==> config.mk <==
export PLATFORM = sky130hd
export DESIGN_NAME = exec_sequencer
export DESIGN_NICKNAME = d
export VERILOG_FILES = /design/src/rtl/exec_sequencer.sv
export SDC_FILE = /design/constraint.sdc
export NUM_CORES = 1
export LEC_CHECK = 0
export CELL_PAD_IN_SITES_DETAIL_PLACEMENT = 1
export CELL_PAD_IN_SITES_GLOBAL_PLACEMENT = 1
export CORE_MARGIN = 4
export CORE_UTILIZATION = 50
export DETAILED_ROUTE_END_ITERATION = 8
export PLACE_DENSITY = 0.95
export SYNTH_ARGS = -nofsm -noshare
export SYNTH_HDL_FRONTEND = slang
export SYNTH_SLANG_ARGS = --single-unit
export TNS_END_PERCENT = 50
==> constraint.sdc <==
create_clock -name clock -period 8.8 [get_ports clock]
set_input_delay 2.64 -clock clock [delete_from_list [all_inputs] [get_ports clock]]
set_output_delay 2.64 -clock clock [all_outputs]
set_load 0.01 [all_outputs]
==> src/rtl/exec_sequencer.sv <==
// Multi-cycle signed add/sub/mul/div sequencer between keypad control and the result path.
// Build option EXEC_SATURATE_EN: clamp overflowing results instead of wrapping them.
//
// state | meaning
// ------+-----------------------------------------------------------
// IDLE  | waiting for execute; operands sampled here only
// LOAD  | magnitudes, result sign and add/sub sum formed from latched operands
// MUL   | one shift-add step per cycle on magnitudes, WIDTH cycles
// DIV   | one restoring-divide step per cycle on magnitudes, WIDTH cycles
// FIX   | sign applied, range checked, result and flags registered
// DONE  | done pulse, back to IDLE
module exec_sequencer #(
   parameter int WIDTH = 16,
   parameter int CNT_W = $clog2(WIDTH) + 1
) (
   input  logic             clock,
   input  logic             reset,
   input  logic             execute,
   input  logic             abort,
   input  logic [1:0]       op,
   input  logic [WIDTH-1:0] a_in,
   input  logic [WIDTH-1:0] b_in,
   output logic             busy,
   output logic             done,
   output logic [WIDTH-1:0] result,
   output logic             overflow,
   output logic             div_zero
);

   localparam logic [1:0] OP_ADD = 2'b00;
   localparam logic [1:0] OP_SUB = 2'b01;
   localparam logic [1:0] OP_MUL = 2'b10;
   localparam logic [1:0] OP_DIV = 2'b11;

   localparam logic [2*WIDTH-1:0] MAG_MAX = {{(WIDTH+1){1'b0}}, {(WIDTH-1){1'b1}}};
   localparam logic [2*WIDTH-1:0] MAG_MIN = {{WIDTH{1'b0}}, 1'b1, {(WIDTH-1){1'b0}}};
`ifdef EXEC_SATURATE_EN
   localparam logic [WIDTH-1:0]   RES_MAX = {1'b0, {(WIDTH-1){1'b1}}};
   localparam logic [WIDTH-1:0]   RES_MIN = {1'b1, {(WIDTH-1){1'b0}}};
`endif

   typedef enum logic [2:0] {
      S_IDLE,
      S_LOAD,
      S_MUL,
      S_DIV,
      S_FIX,
      S_DONE
   } state_t;

   state_t             state;
   logic [WIDTH-1:0]   a_reg;
   logic [WIDTH-1:0]   b_reg;
   logic [1:0]         op_reg;
   logic               neg_res;
   logic [WIDTH:0]     sum_reg;
   logic [2*WIDTH-1:0] mcand;
   logic [WIDTH-1:0]   mplier;
   logic [2*WIDTH-1:0] prod;
   logic [WIDTH:0]     mag_b;
   logic [WIDTH-1:0]   rem;
   logic [WIDTH-1:0]   quo;
   logic [CNT_W-1:0]   cnt;

   logic [WIDTH:0]     a_ext;
   logic [WIDTH:0]     b_ext;
   logic [WIDTH:0]     abs_a;
   logic [WIDTH:0]     abs_b;
   logic [WIDTH:0]     sum_nxt;
   logic [WIDTH:0]     div_shift;
   logic               div_ge;
   logic [WIDTH-1:0]   div_diff;
   logic [2*WIDTH-1:0] mag_full;
   logic               ovf_md;
   logic [WIDTH-1:0]   wrap_md;
   logic               fix_ovf;
   logic [WIDTH-1:0]   fix_wrap;
   logic [WIDTH-1:0]   fix_res;
`ifdef EXEC_SATURATE_EN
   logic               fix_neg;
`endif

   // Magnitudes carry one extra bit so that |-2^(WIDTH-1)| is representable.
   always_comb begin
      a_ext   = {a_reg[WIDTH-1], a_reg};
      b_ext   = {b_reg[WIDTH-1], b_reg};
      abs_a   = a_reg[WIDTH-1] ? -a_ext : a_ext;
      abs_b   = b_reg[WIDTH-1] ? -b_ext : b_ext;
      sum_nxt = (op_reg == OP_SUB) ? (a_ext - b_ext) : (a_ext + b_ext);
   end

   // Restoring step: the partial remainder never reaches the divisor, so the
   // low WIDTH bits of the difference are exact whenever the subtract is kept.
   always_comb begin
      div_shift = {rem, quo[WIDTH-1]};
      div_ge    = (div_shift >= mag_b);
      div_diff  = div_shift[WIDTH-1:0] - mag_b[WIDTH-1:0];
   end

   always_comb begin
      mag_full = (op_reg == OP_MUL) ? prod : {{WIDTH{1'b0}}, quo};
      ovf_md   = neg_res ? (mag_full > MAG_MIN) : (mag_full > MAG_MAX);
      wrap_md  = neg_res ? -mag_full[WIDTH-1:0] : mag_full[WIDTH-1:0];
      fix_ovf  = op_reg[1] ? ovf_md : (sum_reg[WIDTH] ^ sum_reg[WIDTH-1]);
      fix_wrap = op_reg[1] ? wrap_md : sum_reg[WIDTH-1:0];
`ifdef EXEC_SATURATE_EN
      fix_neg  = op_reg[1] ? neg_res : sum_reg[WIDTH];
      fix_res  = fix_ovf ? (fix_neg ? RES_MIN : RES_MAX) : fix_wrap;
`else
      fix_res  = fix_wrap;
`endif
   end

   always_ff @(posedge clock) begin
      if (reset) begin
         state    <= S_IDLE;
         busy     <= 1'b0;
         done     <= 1'b0;
         result   <= '0;
         overflow <= 1'b0;
         div_zero <= 1'b0;
         a_reg    <= '0;
         b_reg    <= '0;
         op_reg   <= OP_ADD;
         neg_res  <= 1'b0;
         sum_reg  <= '0;
         mcand    <= '0;
         mplier   <= '0;
         prod     <= '0;
         mag_b    <= '0;
         rem      <= '0;
         quo      <= '0;
         cnt      <= '0;
      end else if (abort && (state != S_IDLE)) begin
         // Cancel leaves the last completed result and flags untouched.
         state <= S_IDLE;
         busy  <= 1'b0;
         done  <= 1'b0;
         cnt   <= '0;
      end else begin
         case (state)
            S_IDLE: begin
               done <= 1'b0;
               if (execute && !abort) begin
                  a_reg  <= a_in;
                  b_reg  <= b_in;
                  op_reg <= op;
                  busy   <= 1'b1;
                  state  <= S_LOAD;
               end
            end
            S_LOAD: begin
               neg_res <= a_reg[WIDTH-1] ^ b_reg[WIDTH-1];
               sum_reg <= sum_nxt;
               mcand   <= {{(WIDTH-1){1'b0}}, abs_a};
               mplier  <= abs_b[WIDTH-1:0];
               prod    <= '0;
               mag_b   <= abs_b;
               rem     <= '0;
               quo     <= abs_a[WIDTH-1:0];
               case (op_reg)
                  OP_MUL: begin
                     cnt   <= CNT_W'(WIDTH);
                     state <= S_MUL;
                  end
                  OP_DIV: begin
                     if (b_reg == '0) begin
                        result   <= '0;
                        overflow <= 1'b0;
                        div_zero <= 1'b1;
                        done     <= 1'b1;
                        state    <= S_DONE;
                     end else begin
                        cnt   <= CNT_W'(WIDTH);
                        state <= S_DIV;
                     end
                  end
                  default: state <= S_FIX;
               endcase
            end
            S_MUL: begin
               if (mplier[0]) begin
                  prod <= prod + mcand;
               end
               mcand  <= mcand << 1;
               mplier <= mplier >> 1;
               cnt    <= cnt - CNT_W'(1);
               if (cnt == CNT_W'(1)) begin
                  state <= S_FIX;
               end
            end
            S_DIV: begin
               rem <= div_ge ? div_diff : div_shift[WIDTH-1:0];
               quo <= {quo[WIDTH-2:0], div_ge};
               cnt <= cnt - CNT_W'(1);
               if (cnt == CNT_W'(1)) begin
                  state <= S_FIX;
               end
            end
            S_FIX: begin
               result   <= fix_res;
               overflow <= fix_ovf;
               div_zero <= 1'b0;
               done     <= 1'b1;
               state    <= S_DONE;
            end
            S_DONE: begin
               done  <= 1'b0;
               busy  <= 1'b0;
               state <= S_IDLE;
            end
            default: begin
               done  <= 1'b0;
               busy  <= 1'b0;
               state <= S_IDLE;
            end
         endcase
      end
   end

endmodule

==> results.md <==
- After synthesis, the share of cell area in mux cells is 3.838%.
- The post-layout minimum cycle time is 5767 ps.
- The leakage dissipation is 5.495 nW.
- The number of placed instances with taps included is 1904.
- The total area inside the core boundary comes to 25110 um^2.
- The required time of the critical path is 9280 ps.
- The largest registers in the layout are mcand (32), prod (32).
- The growth of design area from synthesis to finish is 13.11%.
- After Yosys synthesis, and, or, nand and nor cells account for 20.56% of the synthesized area.
- The master cell of the clock root buffer is sky130_fd_sc_hd__clkbuf_16.
- Entering global routing, the biggest net connects 102 pins.
- Setup repair after global routing left no endpoint under its margin.
- The synthesized flop and latch total is 209.
- For this run, the leading register cell type out of synthesis is sky130_fd_sc_hd__dfxtp_1.
- The layout cell share with drive strength beyond 1 is 6.745%.
- The number of warnings issued by yosys is 0.
- The destination of the worst register-to-register timing path is prod[30]$_SDFFE_PP0P_.
- The area enclosed by the die boundary is 28040 um^2.
- After detailed routing, the total wire length is 45.47 mm.
- Adding up every negative setup slack in the final design gives 0 ps.
- Sequential elements use 32.91% of the synthesized area.
- After filler insertion, the fill cell instance count of the layout stands at 3073.
- Row generation in the floorplan step produced 58 rows.
- When the netlist entered floorplanning its net count stood at 1710.
- The cell type with the highest aggregate area in the netlist is sky130_fd_sc_hd__dfxtp_1.
- The routability-driven placement congestion ratio is 0.8895.
- In the final layout, flip-flops and latches occupy 4184 um^2.
- After detailed routing, the average wire length per cell comes to 23.37 um.
- Gates resized during post-CTS repair numbered 0.
- The hold path depth is 2.
- The final route contains 12740 vias.
- The number of global-route vias before repair is 13530.
- The most numerous cell in the Yosys netlist is sky130_fd_sc_hd__nand2_1.
- The count of buffers inserted at the top-level ports is 57.
- The final-stage net count is 1713.
- The remaining design rule violation count is 0.
- The floorplan die height is 167.5 um.
- In the finished design, the share of the clock period the worst path needs comes to 65.53%.
- Before antenna repair, the detailed router went through 5 iterations.
- STA classifies the critical path startpoint as an input pin.
- The final number of setup-violating endpoints is 0.
- The peak per-stage delay on the critical path is 700 ps.
- Global routing used 31.47% of the available tracks.
- For the worst-skew pair, the clock arrives at the later sink with an insertion delay of 560 ps.
- The detail route stage leaves a number of antenna-violating nets equal to 0.
- The number of sinks driven by the clock tree is 209.
- The wire length of the first global-routing pass is 73.26 mm.
- The number of inserted diodes is 0.
- The proportion of netlist area held by the largest area contributor is 32.91%.
- The via count normalized by instance count is 6.546.
- The reg-to-reg critical path startpoint is state[1]$_SDFFE_PP0P_.
- The type of the most critical hold path is register to register.
- The final count of pins violating max slew is 0.
- Sorting the synthesized cells by how often they occur yields 210 x sky130_fd_sc_hd__nand2_1, 209 x sky130_fd_sc_hd__dfxtp_1, 169 x sky130_fd_sc_hd__a21oi_1, 166 x sky130_fd_sc_hd__nor2_1, 82 x sky130_fd_sc_hd__clkbuf_1.
- The H-tree depth reported by CTS is 1.
- The TritonCTS buffer count is 25.
- The number of distinct library cells after synthesis is 85.
- Measured along the x axis, the die boundary spans 167.5 um.
- Summed over all layers, the global routing overflow is 0.
- Data arrives at the worst endpoint at 6240 ps.
- The largest voltage drop on the vdd net is 0.1842 mV.
- Across the routed clock network, the largest skew measured is 19.60 ps.
- The critical path contains buffers and inverters numbering 3 combined.
- The mapped netlist covers 12710 um^2.
- In this run the worst path has a maximum fanout of 58.
- The number of setup buffers added after CTS is 0.
- During I/O placement, the number of pins put on the boundary was 58.
- The clock tree from TritonCTS is done.
- The violation count after the first detailed-routing iteration is 1046.
- The synthesized instance count is 1598.
- The setup check on the worst reg-to-reg path leaves a slack of 4640 ps.
- The slowest cell on the critical path is sky130_fd_sc_hd__nand2_1.
- The max capacitance violation total is 0.
- The post-synthesis compound-gate area fraction is 24.19%.
- For the pin with the worst max-slew slack, the measured transition is 1194 ps.
- The capture endpoint of the worst hold path is overflow$_SDFFE_PP0P_.
- The maximum number of buffers from clock root to sink is 3.
- The endpoint kind of the worst setup timing path is a register.
- The clock-pin slew reported for the worst setup and hold paths after clock tree synthesis is 60 ps.
- The type of the setup path with the least slack is input pin to register.
- Once the floorplan was initialized, standard cells occupied 50.64% of the core.
- The critical path goes through clkdlybuf4s50_1 -> inv_1 -> nand2_1 -> nor2_4 -> buf_4 -> a21oi_2 -> a2111oi_2 -> a21oi_1 -> nor2_1.
- The number of hold buffers added after cts is 0.
- Counting flops with an async set or reset pin after synthesis yields a share of 0%.
- The worst hold path startpoint is overflow$_SDFFE_PP0P_.
- The non-filler instance count after layout is 1946.
- Counting flops with a built-in enable in the synthesized netlist gives 0.
- The hold violation total from the final report is 0.
- The xor/xnor cell area share of the yosys netlist is 6.337%.
- The initial antenna violation count was 0.
- The cell count of the worst reg-to-reg path is 9.
- Measured against its own limit, the worst slew margin works out to 20.21%.
- The post-DP HPWL is 29.12 mm.
- The area of the multi-input gates is 7954 um^2.
- The kind of cell adding the most delay to the critical path is buffers and inverters.
- After synthesis, the largest family of logic cells by area is compound AO/OA/AOI/OAI gates.
- The maximum clock rate is 173.4 MHz.
- The post-synthesis adder-cell area fraction is 7.459%.
- The power per cell area is 239.4 nW/um^2.
- The average cell area after synthesis is 7.957 um^2.
- The flow ran to the end, and the final reports show no timing, DRC or antenna violations.
- By area the synthesized netlist is led by sky130_fd_sc_hd__dfxtp_1 33%, sky130_fd_sc_hd__ha_1 7.0%, sky130_fd_sc_hd__a21oi_1 6.7%.
logic make-up (layout without fill, tap and decap cells):
| group | Yosys count | in the layout |
|---|---|---|
| buf+inv | 153 | 171 |
| xor+xnor | 92 | 92 |
| mux | 44 | 44 |
| fa+ha+maj | 74 | 74 |
| compound gates | 463 | 463 |
| simple gates | 563 | 563 |
| flops | 209 | 209 |
worst reg2reg max path, stage by stage, from the launching register on:
cell,delay (ps)
sky130_fd_sc_hd__dfxtp_1,320
sky130_fd_sc_hd__buf_4,330
sky130_fd_sc_hd__nor2b_1,490
sky130_fd_sc_hd__nand2b_2,690
sky130_fd_sc_hd__nor2_1,370
sky130_fd_sc_hd__buf_4,340
sky130_fd_sc_hd__nand2_1,570
sky130_fd_sc_hd__nor2_1,700
sky130_fd_sc_hd__nand4_1,180
sky130_fd_sc_hd__nand3_1,120
layout make-up:
class / count / area share [%]
multi-input cells: 1236 / 55.31
clock inverters: 13 / 1.749
well taps: 330 / 2.871
clock buffers: 29 / 4.733
inverters: 57 / 1.488
repair buffers: 72 / 4.759
flip-flops and latches: 209 / 29.09
worst max path at each step:
stage               startpoint                endpoint  slack [ps]  depth (start not counted)
finish                   abort  result[0]$_SDFFE_PP0P_        3030                          9
global route             abort  result[1]$_SDFFE_PP0P_        2770                          9
CTS                      abort  result[0]$_SDFFE_PP0P_        3170                          9
detailed placement       abort  result[0]$_SDFFE_PP0P_        2690                          9
global placement         abort  result[1]$_SDFFE_PP0P_        2840                          9
floorplan                abort  mag_b[10]$_SDFFE_PP0P_        4820                          6
where the power goes:
| group | leakage, nW | switching [mW] | internal [mW] |
|---|---|---|---|
| Combinational | 3.36 | 0.720 | 0.426 |
| Clock | 0.449 | 0.449 | 0.755 |
| Sequential | 1.69 | 0.0846 | 1.01 |
| Total | 5.50 | 1.25 | 2.19 |
routing by layer:
layer | GRT usage (%) | vias to the layer above | wire length (um)
met5 | 0 | - | 0
met4 | 15.63 | 0 | 2535
met3 | 5.099 | 205 | 2835
met2 | 54.78 | 578 | 22050
met1 | 37.64 | 6248 | 18060
li1 | - | 5707 | -
layout by cell type, fill, tap and decap left out, types with 20 or more instances in the layout:
cell type                         instances
sky130_fd_sc_hd__nand2_1                210
sky130_fd_sc_hd__dfxtp_1                209
sky130_fd_sc_hd__a21oi_1                169
sky130_fd_sc_hd__nor2_1                 164
sky130_fd_sc_hd__ha_1                    71
sky130_fd_sc_hd__inv_1                   57
sky130_fd_sc_hd__clkdlybuf4s50_1         56
sky130_fd_sc_hd__xor2_1                  52
sky130_fd_sc_hd__a211oi_1                42
sky130_fd_sc_hd__xnor2_1                 40
sky130_fd_sc_hd__o21ai_0                 37
sky130_fd_sc_hd__nand3_1                 37
sky130_fd_sc_hd__nor3_1                  31
sky130_fd_sc_hd__a22oi_1                 31
sky130_fd_sc_hd__mux2i_1                 29
sky130_fd_sc_hd__clkbuf_16               25
sky130_fd_sc_hd__o31ai_1                 24
sky130_fd_sc_hd__a21o_1                  22
sky130_fd_sc_hd__o21ai_1                 20
metrics by stage:
step | utilization [%] | area (um^2) | total power [mW] | worst slack (ps) | hold WS (ps)
finish | 57.28 | 14380 | 3.443 | 3033 | 456.7
global route | 57.28 | 14380 | 3.583 | 2766 | 476.9
CTS | 57.28 | 14380 | 3.419 | 3167 | 459.5
detailed placement | 53.56 | 13450 | 2.197 | 2691 | 445.3
global placement | 53.56 | 13450 | 2.142 | 2840 | 436.9
floorplan | - | 12710 | 1.912 | 4819 | 427.7
(Power assumes the default switching activity.)
